## src/rtl/execute_bru_bco_ctrl.sv

```systemverilog
// execute_bru_bco_ctrl
//   Sits between the branch unit's override (BCO) outputs and two shared
//   consumers: the front-end redirect path and the single branch-predictor
//   update port. Each accepted override produces a registered one-cycle
//   redirect pulse. Its predictor update, with the new saturated 2-bit
//   pattern already computed, is queued in a small FIFO. The FIFO drains to
//   the predictor through a valid/ready handshake.
//
//   Optional feature macro: BRU_BCO_COALESCE_EN
//     When this macro is defined, an override whose PC matches the newest
//     queued entry overwrites that entry in place instead of taking a new slot.
//
// Parameters
//   DEPTH   FIFO entries (power of 2, >= 2)
//   ADDR_W  log2(DEPTH)
//
// Ports
//   clk, reset                 clock, synchronous active-high reset
//   i_flush                    drop queued updates and any pending redirect
//   i_bco_valid/pc/oldpattern/taken/target   override from the branch unit
//   o_redirect_valid/pc        one-cycle front-end redirect
//   o_upd_valid/pc/pattern/taken/target      head of the update queue
//   i_upd_ready                predictor accepts the head this cycle
//   o_full, o_empty            queue occupancy flags
//   o_drop                     pulse: override lost because the queue was full
module execute_bru_bco_ctrl #(
  parameter int DEPTH  = 4,
  parameter int ADDR_W = 2
) (
  input  logic        clk,
  input  logic        reset,
  input  logic        i_flush,
  input  logic        i_bco_valid,
  input  logic [31:0] i_bco_pc,
  input  logic [1:0]  i_bco_oldpattern,
  input  logic        i_bco_taken,
  input  logic [31:0] i_bco_target,
  output logic        o_redirect_valid,
  output logic [31:0] o_redirect_pc,
  output logic        o_upd_valid,
  output logic [31:0] o_upd_pc,
  output logic [1:0]  o_upd_pattern,
  output logic        o_upd_taken,
  output logic [31:0] o_upd_target,
  input  logic        i_upd_ready,
  output logic        o_full,
  output logic        o_empty,
  output logic        o_drop
);

  logic [31:0]       mem_pc     [DEPTH];
  logic [1:0]        mem_pat    [DEPTH];
  logic              mem_taken  [DEPTH];
  logic [31:0]       mem_target [DEPTH];

  logic [ADDR_W-1:0] rd_ptr;
  logic [ADDR_W-1:0] wr_ptr;
  logic [ADDR_W:0]   count;

  logic              bco_ok;
  logic              pop;
  logic              push;
  logic              coalesce;
  logic              drop_next;
  logic [1:0]        new_pat;

  function automatic logic [1:0] sat_pattern(input logic [1:0] old, input logic taken);
    if (taken) sat_pattern = (old == 2'd3) ? 2'd3 : old + 2'd1;
    else       sat_pattern = (old == 2'd0) ? 2'd0 : old - 2'd1;
  endfunction

  assign o_full  = (count == (ADDR_W+1)'(DEPTH));
  assign o_empty = (count == '0);
  assign bco_ok  = i_bco_valid & ~i_flush;
  assign pop     = ~o_empty & i_upd_ready;
  assign new_pat = sat_pattern(i_bco_oldpattern, i_bco_taken);

`ifdef BRU_BCO_COALESCE_EN
  logic [ADDR_W-1:0] newest;
  assign newest = wr_ptr - ADDR_W'(1);
  // A lone head that is leaving this cycle cannot be overwritten; the
  // predictor already took it, so the override must get a fresh slot.
  assign coalesce = bco_ok & ~o_empty & (mem_pc[newest] == i_bco_pc)
                    & ~((count == (ADDR_W+1)'(1)) & pop);
`else
  assign coalesce = 1'b0;
`endif

  assign push      = bco_ok & ~coalesce & (~o_full | pop);
  assign drop_next = bco_ok & ~coalesce & o_full & ~pop;

  // Head data is gated so the update port reads all-zero whenever nothing is queued.
  assign o_upd_valid   = ~o_empty;
  assign o_upd_pc      = o_empty ? 32'd0 : mem_pc[rd_ptr];
  assign o_upd_pattern = o_empty ? 2'd0  : mem_pat[rd_ptr];
  assign o_upd_taken   = o_empty ? 1'b0  : mem_taken[rd_ptr];
  assign o_upd_target  = o_empty ? 32'd0 : mem_target[rd_ptr];

  always_ff @(posedge clk) begin
    if (reset) begin
      rd_ptr           <= '0;
      wr_ptr           <= '0;
      count            <= '0;
      o_redirect_valid <= 1'b0;
      o_redirect_pc    <= 32'd0;
      o_drop           <= 1'b0;
    end else begin
      o_redirect_valid <= bco_ok;
      if (bco_ok) o_redirect_pc <= i_bco_target;
      o_drop <= drop_next;
      if (i_flush) begin
        // A pop in this cycle has already been sampled by the predictor,
        // so clearing everything here still completes it.
        rd_ptr <= '0;
        wr_ptr <= '0;
        count  <= '0;
      end else begin
        if (push) wr_ptr <= wr_ptr + ADDR_W'(1);
        if (pop)  rd_ptr <= rd_ptr + ADDR_W'(1);
        case ({push, pop})
          2'b10:   count <= count + (ADDR_W+1)'(1);
          2'b01:   count <= count - (ADDR_W+1)'(1);
          default: count <= count;
        endcase
      end
    end
  end

  always_ff @(posedge clk) begin
    if (!reset) begin
      if (push) begin
        mem_pc[wr_ptr]     <= i_bco_pc;
        mem_pat[wr_ptr]    <= new_pat;
        mem_taken[wr_ptr]  <= i_bco_taken;
        mem_target[wr_ptr] <= i_bco_target;
      end
`ifdef BRU_BCO_COALESCE_EN
      if (coalesce) begin
        mem_pat[newest]    <= new_pat;
        mem_taken[newest]  <= i_bco_taken;
        mem_target[newest] <= i_bco_target;
      end
`endif
    end
  end

endmodule

```

## config.mk

```make
export PLATFORM = sky130hd
export DESIGN_NAME = execute_bru_bco_ctrl
export DESIGN_NICKNAME = d
export VERILOG_FILES = /design/src/rtl/execute_bru_bco_ctrl.sv
export SDC_FILE = /design/constraint.sdc
export NUM_CORES = 1
export LEC_CHECK = 0
export CAP_MARGIN = 20
export CORE_UTILIZATION = 57
export CTS_BUF_LIST = sky130_fd_sc_hd__clkbuf_2
export DETAILED_ROUTE_END_ITERATION = 12
export GPL_ROUTABILITY_DRIVEN = 0
export PLACE_DENSITY_LB_ADDON = 0.08
export SLEW_MARGIN = 15
export SYNTH_ARGS = -nofsm -noshare
export SYNTH_HDL_FRONTEND = slang
export SYNTH_SLANG_ARGS = --single-unit
```

## constraint.sdc

```tcl
create_clock -name clk -period 6.3 [get_ports clk]
set_input_delay 1.26 -clock clk [delete_from_list [all_inputs] [get_ports clk]]
set_output_delay 1.26 -clock clk [all_outputs]
set_load 0.01 [all_outputs]
```

==> results of run 1 <==
-- final cells by class --
type	instances	share of cell area
antenna	2	0.000347
clock buffer	109	0.0379
tap	270	0.0234
timing repair buffer	181	0.125
sequential	311	0.619
clock inverter	19	0.00530
multi-input combinational	280	0.188
inverter	6	0.00156
-- critical path: cells and delay by family (launching register included) --
kind	cells	cell delay (ns)
buffers and inverters	2	1.05
multiplexers	1	0.59
flip-flops	1	0.54
AND/OR/NAND/NOR	1	0.18
-- final timing paths --
path | from | endpoint | slack, ns | cells past startpoint
min reg2reg | o_redirect_pc[7]$_SDFFE_PP0P_ | o_redirect_pc[7]$_SDFFE_PP0P_ | 0.46 | 2
min | o_redirect_pc[7]$_SDFFE_PP0P_ | o_redirect_pc[7]$_SDFFE_PP0P_ | 0.46 | 2
max reg2reg | count[1]$_SDFFE_PP0P_ | mem_pc[3][4]$_DFFE_PP_ | 4.04 | 3
max | register | o_upd_pc[16] | 1.87 | 4
-- power groups by stage --
stage / registers [W] / clock network, W / logic (W)
4_1_cts: 0.00227 / 0.00125 / 0.000252
3_3_place_gp: 0.00232 / 0 / 0.000244
6_report: 0.00227 / 0.00120 / 0.000249
5_1_grt: 0.00227 / 0.00134 / 0.000268
2_1_floorplan: 0.00232 / 0 / 0.0000984
3_5_place_dp: 0.00232 / 0 / 0.000251
-- registers in the layout, summed over array words and instances (netlist names), named ones only --
signal / flops
wr_ptr: 2
o_drop: 1
rd_ptr: 2
o_redirect_valid: 1
o_redirect_pc: 32
mem_target: 128
count: 3
mem_pc: 128
mem_pat: 8
mem_taken: 4
-- placed cells by master, fill, tap and decap left out, drive strengths merged, types with 2 or more instances in the layout --
cell	synthesis	layout
a21oi	34	34
and2	72	72
and3	2	2
buf	21	6
clkbuf	16	109
clkdlybuf4s50	0	175
clkinv	0	18
dfxtp	43	43
diode	0	2
edfxtp	268	268
ha	4	4
inv	6	7
maj3	2	2
mux4	67	67
nand2	66	66
nand3	3	3
nor2	6	6
nor2b	2	2
o21ai	2	2
o31ai	2	2
or3	2	2
xnor2	2	2
xor2	2	2
-- routing by layer --
metal	track usage	wire length, µm	vias up
met5	0	0	-
met1	0.279	9220	3219
met3	0.0534	1490	29
met2	0.372	11600	225
li1	-	-	2937
met4	0.0885	372	0
-- cells by family after synthesis --
| kind of cell | synth area share |
|---|---|
| buffers and inverters | 0.0208 |
| muxes | 0.128 |
| AOI/OAI and AO/OA | 0.0203 |
| xor gates and xnor gates | 0.00296 |
| adders and majority gates | 0.00760 |
| DFF | 0.752 |
| and+or+nand+nor | 0.0683 |
-- through the flow --
stage | cell area (µm²) | utilization | total power [W] | hold WS, ns | setup slack (ns)
3_3_place_gp | 13800 | 0.679 | 0.00256 | 0.443 | 2.62
5_1_grt | 14400 | 0.710 | 0.00388 | 0.480 | 1.58
6_report | 14400 | 0.710 | 0.00372 | 0.460 | 1.87
2_1_floorplan | 11900 | - | 0.00242 | 0.481 | 2.40
3_5_place_dp | 13800 | 0.679 | 0.00257 | 0.448 | 2.59
4_1_cts | 14400 | 0.710 | 0.00377 | 0.462 | 1.68
==> impl_metrics.env, run 1 <==
export IMPL_portBuffers=175
export IMPL_core_area_um2=20300
export IMPL_synth_seq_cells=311
export IMPL_drive_gt1_frac=0.219
export IMPL_dieHeight_um=146
export IMPL_worstPathArrival_ns=3.17
export IMPL_numCtsBuffers=74
export IMPL_p_sw_frac=0.233
export IMPL_cts_tree="done"
export IMPL_synth_ff_type="edfxtp_1"
export IMPL_first_pass_iters=5
export IMPL_fin_skew_ns=0.0742
export IMPL_ctsResizeCount=0
export IMPL_syn_inst=634
export IMPL_power_frac_comb=0.067
export IMPL_p_clk_frac=0.322
export IMPL_clk_pin_slew_worst_paths_ns=0.10
export IMPL_wl_um=22700
export IMPL_dpl_hpwl_um=12800
export IMPL_maxSlewViolCount=0
export IMPL_cts_root_buf="clkbuf_2"
export IMPL_grt_pass1_wl_um=35900
export IMPL_p_per_area_nw_per_um2=258
export IMPL_post_route_drc_count=0
export IMPL_syn_area_um2=11900
export IMPL_synth_distinct_cells=36
export IMPL_rsz0062_at_grt="false"
export IMPL_grt_start_max_net_pins=68
export IMPL_seq_area_frac_synth=0.752
export IMPL_stdcell_count=1178
export IMPL_ys_top_cells_by_area="edfxtp_1, mux4_2, dfxtp_1"
export IMPL_cpMaxStageDelayCell="mux4_2"
export IMPL_cpPeakStageDelay_ns=0.59
export IMPL_clk_latency_ns=0.79
export IMPL_dieWidth_um=146
export IMPL_syn_area_per_cell_um2=18.7
export IMPL_dp_cells=1048
export IMPL_fin_crit_sh=0.704
export IMPL_clock_path_buffers=3
export IMPL_clock_sinks=311
export IMPL_start_util=0.584
export IMPL_overflow=0
export IMPL_min_period_ns=4.43
export IMPL_crit_chain="buf_4 -> mux4_2 -> and2_1 -> clkdlybuf4s50_1"
export IMPL_postRouteAntennaNets=0
export IMPL_synth_edff_count=268
export IMPL_slew_limit_headroom=0.297
export IMPL_p_seq_frac=0.611
export IMPL_synthArstFlopShare=0
export IMPL_syn2layout_area_growth_pct=21.6
export IMPL_worst_hold_path_type="register to register"
export IMPL_nets=931
export IMPL_row_count=52
export IMPL_hold_buffers=0
export IMPL_htree_levels=3
export IMPL_p_int_w=0.00285
export IMPL_die_area_um2=21400
export IMPL_vias_per_cell=5.44
export IMPL_hold_violations=0
export IMPL_cts_setup_buffers=0
export IMPL_post_synth_top_count_cell="edfxtp_1"
export IMPL_required_ns=5.04
export IMPL_critical_path_class="register to output port"
export IMPL_synth_top_area_share=0.679
export IMPL_critPathLaunchType="register"
export IMPL_status="finished, final reports clean"
export IMPL_grt_pass1_vias=6974
export IMPL_cap_violations=0
export IMPL_yosysTopAreaCell="edfxtp_1"
export IMPL_tightestPinTransition_ns=1.05
export IMPL_register_area_um2=8920
export IMPL_syn_num_nets=711
export IMPL_setup_worst_path_end_class="output port"
export IMPL_p_sw_w=0.000866
export IMPL_antenna_found_initial=2
export IMPL_max_freq_mhz=226
export IMPL_fillers=1342
export IMPL_power_leakage_nw=4.73
export IMPL_yosysWarnings=0
export IMPL_ir_worst_vdd_mv=0.144
export IMPL_wl_per_cell_um=19.3
export IMPL_drt_iter0_drc=339
export IMPL_fin_tns_setup_ns=0
export IMPL_io_pins=176
export IMPL_synth_common_cells="edfxtp_1, and2_1, mux4_2"
export IMPL_vias=6410
export IMPL_setup_viol=0
export IMPL_path_max_fanout=32
export IMPL_multi_input_area_um2=2710
export IMPL_track_usage=0.221
Note: power is estimated with default switching activity, not from simulation.
==> inputs of run 2 (changes only) <==
CORE_UTILIZATION = 56   (was 57)
clock period = 4.1 ns   (was 6.3 ns; I/O delays follow)
==> run 2 against run 1 <==
  * Non-clock buffer count up 1
  * Critical path type unchanged
  * Register-to-register slack worse by 2.2 ns
  * Largest power group unchanged
  * Combinational power up 54%
==> impl_metrics.env, run 2 (synthesized netlist as in run 1, its figures left out) <==
export IMPL_fin_skew_ns=0.0249
export IMPL_top_regs="mem_pc: 128 flops, mem_target: 128 flops, o_redirect_pc: 32 flops"
export IMPL_io_pins=176
export IMPL_vias=6357
export IMPL_hold_violations=0
export IMPL_hold_start="o_redirect_pc[22]$_SDFFE_PP0P_"
export IMPL_setup_worst_path_end_class="output port"
export IMPL_rrSetupSlack_ns=1.86
export IMPL_fin_tns_setup_ns=0
export IMPL_row_count=52
export IMPL_first_pass_iters=4
export IMPL_dieHeight_um=147
export IMPL_ctsResizeCount=0
export IMPL_dieWidth_um=147
export IMPL_clock_sinks=311
export IMPL_post_route_drc_count=0
export IMPL_r2r_cells=6
export IMPL_cts_setup_buffers=0
export IMPL_nets=934
export IMPL_drive_gt1_frac=0.233
export IMPL_overflow=0
export IMPL_slew_limit_headroom=0.303
export IMPL_final_core_util=0.707
export IMPL_cts_root_buf="clkbuf_2"
export IMPL_fin_crit_sh=0.902
export IMPL_syn2layout_area_growth_pct=22.3
export IMPL_required_ns=3.28
export IMPL_clk_pin_slew_worst_paths_ns=0.10
export IMPL_worstPathArrival_ns=2.88
export IMPL_setup_viol=0
export IMPL_path_max_fanout=45
export IMPL_critPathLaunchType="register"
export IMPL_min_period_ns=3.70
export IMPL_cts_tree="done"
export IMPL_worst_hold_path_type="register to register"
export IMPL_rsz0062_at_grt="false"
export IMPL_ir_worst_vdd_mv=0.247
export IMPL_status="finished, final reports clean"
export IMPL_core_area_um2=20500
export IMPL_dpl_hpwl_um=12700
export IMPL_fin_total_pwr_w=0.00581
export IMPL_wl_per_cell_um=18.9
export IMPL_track_usage=0.215
export IMPL_crit_chain="or3_4 -> buf_4 -> and2_1 -> clkdlybuf4s50_1"
export IMPL_whs_endpoint="o_redirect_pc[22]$_SDFFE_PP0P_"
export IMPL_dp_cells=1049
export IMPL_cpMaxStageDelayCell="clkdlybuf4s50_1"
export IMPL_max_freq_mhz=270
export IMPL_worstHoldPathCells=2
export IMPL_clock_path_buffers=3
export IMPL_final_common_cell="edfxtp_1"
export IMPL_rr_endpoint="count[2]$_SDFFE_PP0P_"
export IMPL_htree_levels=3
export IMPL_r2r_start="count[1]$_SDFFE_PP0P_"
export IMPL_p_per_area_nw_per_um2=401
export IMPL_grt_start_max_net_pins=68
export IMPL_portBuffers=175
export IMPL_tightestPinTransition_ns=1.05
export IMPL_cpPeakStageDelay_ns=0.54
export IMPL_wl_um=22500
export IMPL_grt_pass1_vias=6838
export IMPL_numCtsBuffers=76
export IMPL_drt_iter0_drc=287
export IMPL_stdcell_count=1186
export IMPL_vias_per_cell=5.36
export IMPL_cap_violations=0
export IMPL_mostFrequentLayoutCells="edfxtp_1, clkdlybuf4s50_1, clkbuf_2, and2_1, mux4_2"
export IMPL_hold_buffers=0
export IMPL_critical_path_class="register to output port"
export IMPL_power_leakage_nw=4.78
export IMPL_antenna_found_initial=1
export IMPL_postRouteAntennaNets=0
export IMPL_grt_pass1_wl_um=35100
export IMPL_clk_latency_ns=0.78
export IMPL_maxSlewViolCount=0
export IMPL_die_area_um2=21700
export IMPL_start_util=0.578
## run 2: cell count changes in the layout (fill, tap and decap cells not counted)
cell	delta
clkinv_2	-3
diode_2	-1
or3_4	+1
inv_2	-1
buf_12	+2
or3_2	-1
clkbuf_2	+18
clkinv_1	-6
buf_4	-1
## run 2: power by group
part / internal [W] / switching (W)
clock: 0.000798 / 0.00114
sequential: 0.00347 / 0.0000156
combinational: 0.000205 / 0.000179
## run 2: layout make-up
class	count	area, µm²
Multi-Input combinational cell	280	2710
Antenna cell	1	2.50
Fill cell	1413	6000
Clock buffer	127	636
Sequential cell	311	8920
Tap cell	270	338
Inverter	6	22.5
Timing Repair Buffer	182	1830
Clock inverter	9	35.0
## run 2: routing by layer
| metal | part of all wire | wire (µm) | track usage | up-vias |
|---|---|---|---|---|
| met5 | 0 | 0 | 0 | - |
| met4 | 0.017 | 371 | 0.0892 | 0 |
| met3 | 0.060 | 1350 | 0.0475 | 36 |
| met2 | 0.50 | 11300 | 0.360 | 220 |
| met1 | 0.42 | 9490 | 0.274 | 3151 |
| li1 | - | - | - | 2950 |
## run 2: critical path, delay by kind of cell (launching register included)
family                 cells  cell delay (ns)
and+or+nand+nor            2             0.64
buffers and inverters      2             0.99
DFF                        1             0.47
## run 2: worst max-delay path by stage
stage / endpoint / startpoint / slack [ns]
2_1_floorplan: mem_pat[0][0]$_DFFE_PP_ / reset / 0.64
3_3_place_gp: mem_pc[0][19]$_DFFE_PP_ / i_flush / 0.90
3_5_place_dp: mem_pc[3][15]$_DFFE_PP_ / i_flush / 0.81
4_1_cts: o_upd_target[1] / count[1]$_SDFFE_PP0P_ / 0.09
5_1_grt: o_upd_target[1] / count[1]$_SDFFE_PP0P_ / 0.13
6_report: o_upd_target[1] / count[1]$_SDFFE_PP0P_ / 0.40
## run 2: stage by stage
stage / worst slack (ns) / hold slack (ns) / instance area, µm²
3_5_place_dp: 0.811 / 0.449 / 13800
2_1_floorplan: 0.644 / 0.481 / 11900
6_report: 0.401 / 0.458 / 14500
4_1_cts: 0.0884 / 0.461 / 14500
3_3_place_gp: 0.896 / 0.442 / 13800
5_1_grt: 0.133 / 0.485 / 14500
